**src/rtl/ps2_pkg.sv**
```systemverilog
// Shared PS/2 definitions: host transmit FSM states, frame edge numbering
// and the odd-parity helper used by both the transmit and receive paths.
package ps2_pkg;

   // Host transmit FSM state encoding
   localparam logic [2:0] ST_IDLE      = 3'd0;
   localparam logic [2:0] ST_INHIBIT   = 3'd1;
   localparam logic [2:0] ST_RTS       = 3'd2;
   localparam logic [2:0] ST_XFER      = 3'd3;
   localparam logic [2:0] ST_WAIT_IDLE = 3'd4;

   // Frame layout, counted in device-generated falling clock edges
   localparam int DATA_BITS   = 8;
   localparam int PARITY_EDGE = 9;
   localparam int STOP_EDGE   = 10;
   localparam int ACK_EDGE    = 11;

   // Odd parity: the bit that makes the total count of ones odd
   function automatic logic odd_parity(input logic [7:0] data);
      return ~^data;
   endfunction

endpackage

```
**src/rtl/ps2_line_sync.sv**
```systemverilog
// Synchronizer plus falling-edge detector for one PS/2 line.
// The chain resets to 1 (bus idle level) so leaving reset never looks
// like a falling edge. SYNC_STAGES must be at least 1.
module ps2_line_sync
   import ps2_pkg::*;
#(
   parameter int SYNC_STAGES = 2
) (
   input  logic clk,
   input  logic rst,
   input  logic line_in,
   output logic line_sync,
   output logic fall
);

   logic [SYNC_STAGES-1:0] stage_q;
   logic [SYNC_STAGES-1:0] stage_d;
   logic                   prev_q;
   logic                   prev_d;

   // Each stage takes the previous stage; stage 0 takes the raw pin
   genvar gi;
   generate
      for (gi = 0; gi < SYNC_STAGES; gi++) begin : g_stage
         if (gi == 0) begin : g_first
            assign stage_d[gi] = line_in;
         end else begin : g_next
            assign stage_d[gi] = stage_q[gi-1];
         end
      end
   endgenerate

   assign line_sync = stage_q[SYNC_STAGES-1];

   // Remember last synced level for edge detection
   always_comb begin
      prev_d = line_sync;
   end

   // Synchronizer chain and edge history registers
   always_ff @(posedge clk or posedge rst) begin
      if (rst) begin
         stage_q <= '1;
         prev_q  <= 1'b1;
      end else begin
         stage_q <= stage_d;
         prev_q  <= prev_d;
      end
   end

   assign fall = prev_q & ~line_sync;

endmodule

```
**src/rtl/ps2_host_tx.sv**
```systemverilog
// PS/2 host-to-device transmitter. Inhibits the bus, issues request-to-send,
// then shifts start/data/parity/stop on device clock falls and checks the ACK.
// All outputs are registered; reset clears them asynchronously so the pins
// are released the instant rst rises.
module ps2_host_tx
   import ps2_pkg::*;
#(
   parameter int INHIBIT_CYCLES = 5000,
   parameter int TIMEOUT_CYCLES = 1000000,
   parameter int SYNC_STAGES    = 2
) (
   input  logic       clk,
   input  logic       rst,
   input  logic       ps2_clk_in,
   input  logic       ps2_data_in,
   output logic       ps2_clk_oe,
   output logic       ps2_data_oe,
   input  logic [7:0] tx_data,
   input  logic       tx_start,
   output logic       busy,
   output logic       tx_done,
   output logic       tx_err
);

   localparam int INH_W = $clog2(INHIBIT_CYCLES + 1);
   localparam int TMO_W = $clog2(TIMEOUT_CYCLES + 1);

   logic             clk_sync;
   logic             clk_fall;
   logic             data_sync;
   logic             data_fall_unused;

   logic [2:0]       state_q,    state_d;
   logic [7:0]       data_q,     data_d;
   logic             par_q,      par_d;
   logic [INH_W-1:0] inh_cnt_q,  inh_cnt_d;
   logic [TMO_W-1:0] tmo_cnt_q,  tmo_cnt_d;
   logic [3:0]       edge_cnt_q, edge_cnt_d;
   logic             ack_ok_q,   ack_ok_d;
   logic             clk_oe_q,   clk_oe_d;
   logic             data_oe_q,  data_oe_d;
   logic             busy_q,     busy_d;
   logic             done_q,     done_d;
   logic             err_q,      err_d;

   ps2_line_sync #(.SYNC_STAGES(SYNC_STAGES)) u_clk_sync (
      .clk       (clk),
      .rst       (rst),
      .line_in   (ps2_clk_in),
      .line_sync (clk_sync),
      .fall      (clk_fall)
   );

   ps2_line_sync #(.SYNC_STAGES(SYNC_STAGES)) u_data_sync (
      .clk       (clk),
      .rst       (rst),
      .line_in   (ps2_data_in),
      .line_sync (data_sync),
      .fall      (data_fall_unused)
   );

   // Next-state and next-output logic for the transmit sequence
   always_comb begin
      state_d    = state_q;
      data_d     = data_q;
      par_d      = par_q;
      inh_cnt_d  = inh_cnt_q;
      tmo_cnt_d  = tmo_cnt_q;
      edge_cnt_d = edge_cnt_q;
      ack_ok_d   = ack_ok_q;
      clk_oe_d   = clk_oe_q;
      data_oe_d  = data_oe_q;
      busy_d     = busy_q;
      done_d     = 1'b0;
      err_d      = 1'b0;

      case (state_q)
         ST_IDLE: begin
            clk_oe_d  = 1'b0;
            data_oe_d = 1'b0;
            busy_d    = 1'b0;
            // A completion pulse cycle is still the tail of the old frame
            if (tx_start && !done_q && !err_q) begin
               data_d    = tx_data;
               par_d     = odd_parity(tx_data);
               inh_cnt_d = '0;
               state_d   = ST_INHIBIT;
               busy_d    = 1'b1;
               clk_oe_d  = 1'b1;
            end
         end

         ST_INHIBIT: begin
            if (inh_cnt_q == INH_W'(INHIBIT_CYCLES - 1)) begin
               inh_cnt_d = '0;
               state_d   = ST_RTS;
               data_oe_d = 1'b1;
            end else begin
               inh_cnt_d = inh_cnt_q + 1'b1;
            end
         end

         ST_RTS: begin
            // Release clock, keep start bit on data
            state_d    = ST_XFER;
            clk_oe_d   = 1'b0;
            data_oe_d  = 1'b1;
            tmo_cnt_d  = '0;
            edge_cnt_d = '0;
         end

         ST_XFER: begin
            tmo_cnt_d = tmo_cnt_q + 1'b1;
            if (clk_fall && edge_cnt_q == 4'(ACK_EDGE - 1)) begin
               // Device holds data low on the ACK edge when it accepted the frame
               ack_ok_d   = ~data_sync;
               data_oe_d  = 1'b0;
               edge_cnt_d = '0;
               tmo_cnt_d  = '0;
               state_d    = ST_WAIT_IDLE;
            end else if (tmo_cnt_q == TMO_W'(TIMEOUT_CYCLES - 1)) begin
               // Device stopped clocking: abort without waiting for idle lines
               clk_oe_d   = 1'b0;
               data_oe_d  = 1'b0;
               busy_d     = 1'b0;
               err_d      = 1'b1;
               edge_cnt_d = '0;
               tmo_cnt_d  = '0;
               state_d    = ST_IDLE;
            end else if (clk_fall) begin
               edge_cnt_d = edge_cnt_q + 4'd1;
               if (edge_cnt_q < 4'(DATA_BITS)) begin
                  data_oe_d = ~data_q[edge_cnt_q[2:0]];
               end else if (edge_cnt_q == 4'(PARITY_EDGE - 1)) begin
                  data_oe_d = ~par_q;
               end else begin
                  data_oe_d = 1'b0;
               end
            end
         end

         ST_WAIT_IDLE: begin
            clk_oe_d  = 1'b0;
            data_oe_d = 1'b0;
            if (clk_sync && data_sync) begin
               done_d  = ack_ok_q;
               err_d   = ~ack_ok_q;
               busy_d  = 1'b0;
               state_d = ST_IDLE;
            end
         end

         default: begin
            clk_oe_d  = 1'b0;
            data_oe_d = 1'b0;
            busy_d    = 1'b0;
            state_d   = ST_IDLE;
         end
      endcase
   end

   // State, counters and registered outputs
   always_ff @(posedge clk or posedge rst) begin
      if (rst) begin
         state_q    <= ST_IDLE;
         data_q     <= '0;
         par_q      <= 1'b0;
         inh_cnt_q  <= '0;
         tmo_cnt_q  <= '0;
         edge_cnt_q <= '0;
         ack_ok_q   <= 1'b0;
         clk_oe_q   <= 1'b0;
         data_oe_q  <= 1'b0;
         busy_q     <= 1'b0;
         done_q     <= 1'b0;
         err_q      <= 1'b0;
      end else begin
         state_q    <= state_d;
         data_q     <= data_d;
         par_q      <= par_d;
         inh_cnt_q  <= inh_cnt_d;
         tmo_cnt_q  <= tmo_cnt_d;
         edge_cnt_q <= edge_cnt_d;
         ack_ok_q   <= ack_ok_d;
         clk_oe_q   <= clk_oe_d;
         data_oe_q  <= data_oe_d;
         busy_q     <= busy_d;
         done_q     <= done_d;
         err_q      <= err_d;
      end
   end

   assign ps2_clk_oe  = clk_oe_q;
   assign ps2_data_oe = data_oe_q;
   assign busy        = busy_q;
   assign tx_done     = done_q;
   assign tx_err      = err_q;

endmodule

```
**config.mk**
```make
export PLATFORM = sky130hd
export DESIGN_NAME = ps2_host_tx
export DESIGN_NICKNAME = d
export VERILOG_FILES = /design/src/rtl/ps2_pkg.sv /design/src/rtl/ps2_line_sync.sv /design/src/rtl/ps2_host_tx.sv
export SDC_FILE = /design/constraint.sdc
export NUM_CORES = 1
export LEC_CHECK = 0
export BUFFER_PORTS_ARGS = -buffer_cell sky130_fd_sc_hd__clkbuf_2
export CAP_MARGIN = 20
export CORE_MARGIN = 5
export CORE_UTILIZATION = 28
export CTS_BUF_LIST = sky130_fd_sc_hd__clkbuf_16
export CTS_CLUSTER_SIZE = 10
export DETAILED_ROUTE_END_ITERATION = 16
export PLACE_DENSITY_LB_ADDON = 0.08
export SLEW_MARGIN = 20
export SYNTH_ARGS = -nofsm -noshare
export SYNTH_HDL_FRONTEND = slang
export SYNTH_SLANG_ARGS = --single-unit
```
**constraint.sdc**
```tcl
create_clock -name clk -period 1.7 [get_ports clk]
set_input_delay 0.085 -clock clk [delete_from_list [all_inputs] [get_ports clk]]
set_output_delay 0.085 -clock clk [all_outputs]
set_load 0.01 [all_outputs]
```
== Yosys cells after proc, flatten, opt, wreduce, memory -nomap -nowiden ==
Cells that the tools add are included.

* Add/sub/neg operators: 3
* Order comparisons: 2
* Eq/ne operators: 15
* Mux-type cells: 37
* Bitwise operators: 8
* Reductions and logical operators: 19

{| class="wikitable"
|+ Operator list
! kind !! number
|-
| $mux W20 || 2
|-
| $pmux W20 S2 || 1
|-
| $mux W13 || 2
|-
| $pmux W13 S2 || 1
|-
| $add A20 B1 Y20 const B || 1
|-
| $eq A20 B20 Y1 const B || 1
|-
| $mux W1 || 16
|-
| $mux W3 || 5
|-
| $pmux W3 S5 || 1
|-
| $add A13 B1 Y13 const B || 1
|-
| $eq A13 B13 Y1 const B || 1
|-
| $mux W4 || 3
|-
| $ne A2 B2 Y1 const B || 5
|-
| $reduce_and A2 Y1 || 5
|-
| $eq A4 B4 Y1 const B || 2
|-
| $pmux W4 S2 || 1
|-
| $reduce_and A4 Y1 || 2
|-
| $reduce_xnor A8 Y1 || 1
|-
| $not A1 Y1 || 7
|-
| $eq A3 B2 Y1 const B || 2
|-
| $pmux W1 S3 || 2
|-
| $add A4 B1 Y4 const B || 1
|-
| $logic_and A1 B1 Y1 || 4
|-
| $lt A3 B4 Y1 const B || 1
|-
| other kinds (14) || 16
|}

* Register bits after elaboration: 60
* Input port bits: 13
* Output and inout port bits: 5

== Depth between registers and ports, before layout ==
* Depth after elaboration: 8
* Depth in mapped cells: 9

== Cells and area by module ==
From an unflattened synthesis, not the netlist that was laid out.

* Cells, all modules: 322
* Area, all modules: 3193.1 µm²

{| class="wikitable"
|+ By module, submodules not included
! module !! times used !! cells each !! area each (µm²)
|-
| ps2_host_tx || 1 || 312 || 3000.4
|-
| ps2_line_sync || 2 || 5 || 96.3
|}

== Least setup slack after synthesis ==
Ideal clock, no wire load.

* Path kind: register to register
* Start point: register edge_cnt_q[0]
* End point: register tmo_cnt_q[13]
* Setup time: 0.128 ns
* Data arrival time: 1.708 ns
* Data required time: 1.572 ns
* Setup slack: -0.136 ns
* Cell stages (with the launch flop): 10
* Buffers on the path: 2
* Period minus slack after synthesis: 1.836 ns
* Cell sequence: dfrtp_1 inv_1 ha_1 nor4bb_1 a21o_1 a21oi_2 buf_6 buf_6 a31oi_1 o31ai_1

* Longest elaborated chain between the ends: 4

{| class="wikitable"
|+ RTL lines
! what !! RTL line !! RTL
|-
| from (decl) || ps2_host_tx.sv:38 || <nowiki>logic [3:0] edge_cnt_q, edge_cnt_d;</nowiki>
|-
| from (signal assigned) || ps2_host_tx.sv:183 || <nowiki>edge_cnt_q <= edge_cnt_d;</nowiki>
|-
| $eq A4 B4 Y1 || ps2_host_tx.sv:114 || <nowiki>if (clk_fall && edge_cnt_q == 4'(ACK_EDGE - 1)) begin</nowiki>
|-
| $logic_and A1 B1 Y1 || ps2_host_tx.sv:114 ||
|-
| $mux W20 || ps2_host_tx.sv:114 ||
|-
| $pmux W20 S2 || ps2_host_tx.sv:77 || <nowiki>case (state_q)</nowiki>
|-
| to (signal assigned) || ps2_host_tx.sv:182 || <nowiki>tmo_cnt_q <= tmo_cnt_d;</nowiki>
|-
| to (decl) || ps2_host_tx.sv:37 || <nowiki>logic [TMO_W-1:0] tmo_cnt_q, tmo_cnt_d;</nowiki>
|}

Every way passes these cells.
A chain may end at the register's enable or synchronous reset.

== Worst setup path after layout ==
* Start point: register tmo_cnt_q[1]
* End point: register tmo_cnt_q[8]

* Longest elaborated chain between the ends: 4
* Elaborated cells between the ends (all ways): 5
* Classes of those cells: 1 x add/sub; 1 x eq/ne; 3 x mux

{| class="wikitable"
|+ RTL lines
! what !! RTL line !! RTL
|-
| $add A20 B1 Y20 / $eq A20 B20 Y1 (equally long branches) || ps2_host_tx.sv:113, ps2_host_tx.sv:121 ||
|-
| $mux W20 * || ps2_host_tx.sv:121 || <nowiki>end else if (tmo_cnt_q == TMO_W'(TIMEOUT_CYCLES - 1)) begin</nowiki>
|-
| $mux W20 * || ps2_host_tx.sv:114 ||
|-
| $pmux W20 S2 * || ps2_host_tx.sv:77 ||
|}

Mark *: on every way between the ends. The rest lies on a longest branch, timed or not.

==> flow_summary.yaml <==
outcome:
  status: "finished with violations"
  violations: "negative setup slack"
timing:
  fin_crit_ns: 1.79
  layout_worst_path_cycle_share_pct: 105
  setup_violations: 14
  tns_ns: -0.567
  fin_skew_ns: 0.00571
  hold_viol: 0
  max_freq_mhz: 558
  slew-limit-headroom_pct: 67.4
  rsz0062_at_grt: "yes"
  setup_slack_ns: -0.0917
  maxSlewViolCount: 0
  worstMarginPinSlew_ns: 0.489
clock_tree:
  cts_made_buffers: 9
  ctsHtreeMaxLevel: 3
  cts_root_buffer: "clkbuf_16"
  clk_latency_ns: 0.32
  cts_tree: "yes"
  clkSinkCount: 60
  clkTransAtPathRegs_ns: 0.05
  clk_path_buf_depth: 2
place:
  numPortBuffers: 17
  hpwl_um: 5480
  finalWeightedCongestion: 0.720
power:
  p_per_area_nw_per_um2: 708
  power.total_uw: 3120
  ir_drop_mv: 0.645
  p_leak_uw: 0.00189
global_route:
  grt_pass1_wl_um: 13900
  overflow: 0
  grt_pass1_vias: 2833
  antenna_found_initial: 0
  grt_usage_pct: 12.1
  grt_max_degree: 61
drt:
  wl_met3_um: 192
  vias: 2741
  wirelength_um: 7920
  drt-initial-drc-count: 91
  highest_layer: "met4"
  wl_met1_um: 3890
  avgRoutedWirePerCell_um: 13.7
  first_pass_iters: 4
  dr_wl_met2_um: 3720
  vias_per_cell: 4.74
  drtAntennaViolNets: 0
  drcViolationCount: 0
logic_synthesis:
  yosysTopAreaCell: "dfrtp_1"
  ys.flop_type: "dfrtp_1"
  netlist_area_um2: 3240
  synth_nets: 364
  synthCells: 346
  ys_async_sr_fraction_pct: 100
  synth_edf_count: 0
  synth_cell_types: 49
  ys_ff_latch: 60
  synth_common_cells: "dfrtp_1 (55), nand2_1 (42), nand3_1 (23)"
  yosys_warnings: 0
  synth_seq_area_share_pct: 46.6
  post_synth.cell_area_avg_um2: 9.35
  yosysTopAreaCellShare_pct: 42.5
  synth.most_common_cell: "dfrtp_1"
  yosys-top-cells-area: "dfrtp_1 (43%), nand2_1 (4.9%), dfstp_2 (4.1%)"
floorplan:
  rows: 39
  core_area_um2: 11400
  die_area_um2: 13800
  die_h_um: 117
  die_w_um: 117
  ioPinCount: 18
  start_util_pct: 28.5
worst_hold_path:
  hold_depth: 2
  min_path_type: "in -> reg"
  hp-start: "tx_data[6]"
  hold_end: "data_q[6]"
layout:
  layout.nets: 448
  n_antenna_cell: 0
  syn_to_final_growth_pct: 36.3
  final_util_pct: 38.8
  drive_gt1_share_pct: 34.0
setup_path:
  path_max_fanout: 18
  cp.arrival_ns: 2.00
  regToRegStartpoint: "tmo_cnt_q[1]"
  rrSetupSlack_ns: -0.09
  startpoint_type: "flip-flop"
  r2r_end: "tmo_cnt_q[8]"
  critPathRequiredTime_ns: 1.91
  worst-r2r-cell-count: 8
  critPathKind: "reg -> reg"
  cp-end-kind: "flip-flop"
run:
  drv_cap: 0
critical path: stages (launching register included):
cell     delay (ns)
dfrtp_1        0.39
ha_4           0.17
nand3_4        0.11
nor4_4         0.28
buf_4          0.18
a21oi_4        0.07
buf_12         0.15
a21o_1         0.15
a22o_1         0.17
metrics by stage:
step | area [um^2] | setup slack [ns] | cells | hold WS [ns]
floorplan | 3250 | 0.0165 | 346 | 0.0895
global placement | 3900 | -0.125 | 547 | 0.168
detailed placement | 3900 | -0.147 | 547 | 0.173
CTS | 4230 | -0.0329 | 566 | 0.00789
global route | 4410 | -0.175 | 578 | 0.0110
finish | 4410 | -0.0917 | 578 | 0.0230
cell type report:
type / instances / area (um^2)
Fill cell: 1128 / 6960
Timing Repair Buffer: 90 / 686
Clock buffer: 9 / 225
Tap cell: 143 / 179
Inverter: 14 / 52.6
Sequential cell: 60 / 1510
Clock inverter: 7 / 35.0
Multi-Input combinational cell: 255 / 1720
flip-flops by register name, summed over array words and instances (netlist names), 2 cells and up:
signal and flops:
u_data_sync.stage_q 2, tmo_cnt_q 20, u_clk_sync.stage_q 2, state_q 3, data_q 8, inh_cnt_q 13
edge_cnt_q 4
cell families (layout without fill, tap and decap cells):
logic type,count (synthesis),in the layout,share of synthesized area (%)
AO/OA/AOI/OAI,82,82,15.7
XOR/XNOR,11,11,2.98
adder cells (fa/ha/maj),5,5,1.93
buffers and inverters,32,120,4.68
flip-flops,60,60,46.6
multiplexers,18,18,5.92
AND/OR/NAND/NOR,138,139,22.2
layer usage:
metal,vias to the layer above,GRT usage (%)
met2,28,19.7
met4,0,4.09
met3,7,3.08
met1,1287,15.7
li1,1419,-
met5,-,0
cell usage in the layout (no fill, tap or decap), types with 9 or more instances in the layout:
cell type	instances
a31oi_1	11
buf_4	65
mux2_2	9
a21oi_1	19
dfrtp_1	54
nand2_1	40
clkbuf_2	17
inv_1	13
nor2_1	19
nand3_1	23
o21ai_0	19
clkbuf_16	9
xnor2_1	9
where the power goes:
part	internal (uW)	switching [uW]	total (uW)
Sequential	1440	3.08	1440
Combinational	44.0	55.4	99.4
Clock	962	617	1580
Total	2450	675	3120
worst max-delay path by stage:
stage             startpoint             to  slack [ns]  depth (start not counted)
2_1_floorplan  edge_cnt_q[0]   tmo_cnt_q[9]        0.02                          8
3_3_place_gp   tmo_cnt_q[10]  edge_cnt_q[1]       -0.12                          5
3_5_place_dp   tmo_cnt_q[10]  edge_cnt_q[1]       -0.15                          5
4_1_cts        tmo_cnt_q[10]   tmo_cnt_q[8]       -0.03                          6
5_1_grt         tmo_cnt_q[0]   tmo_cnt_q[8]       -0.18                          8
6_report        tmo_cnt_q[1]   tmo_cnt_q[8]       -0.09                          8
repair_timing:
item	4_1_cts	5_1_grt
pin swaps	1	12
buffers inserted	0	11
hold endpoints to repair	57	0
cloned	0	1
hold buffers	3	0
endpoints found under the setup margin	27	31
gates resized for setup	12	22
No activity file was read; power rests on OpenSTA's default activity.
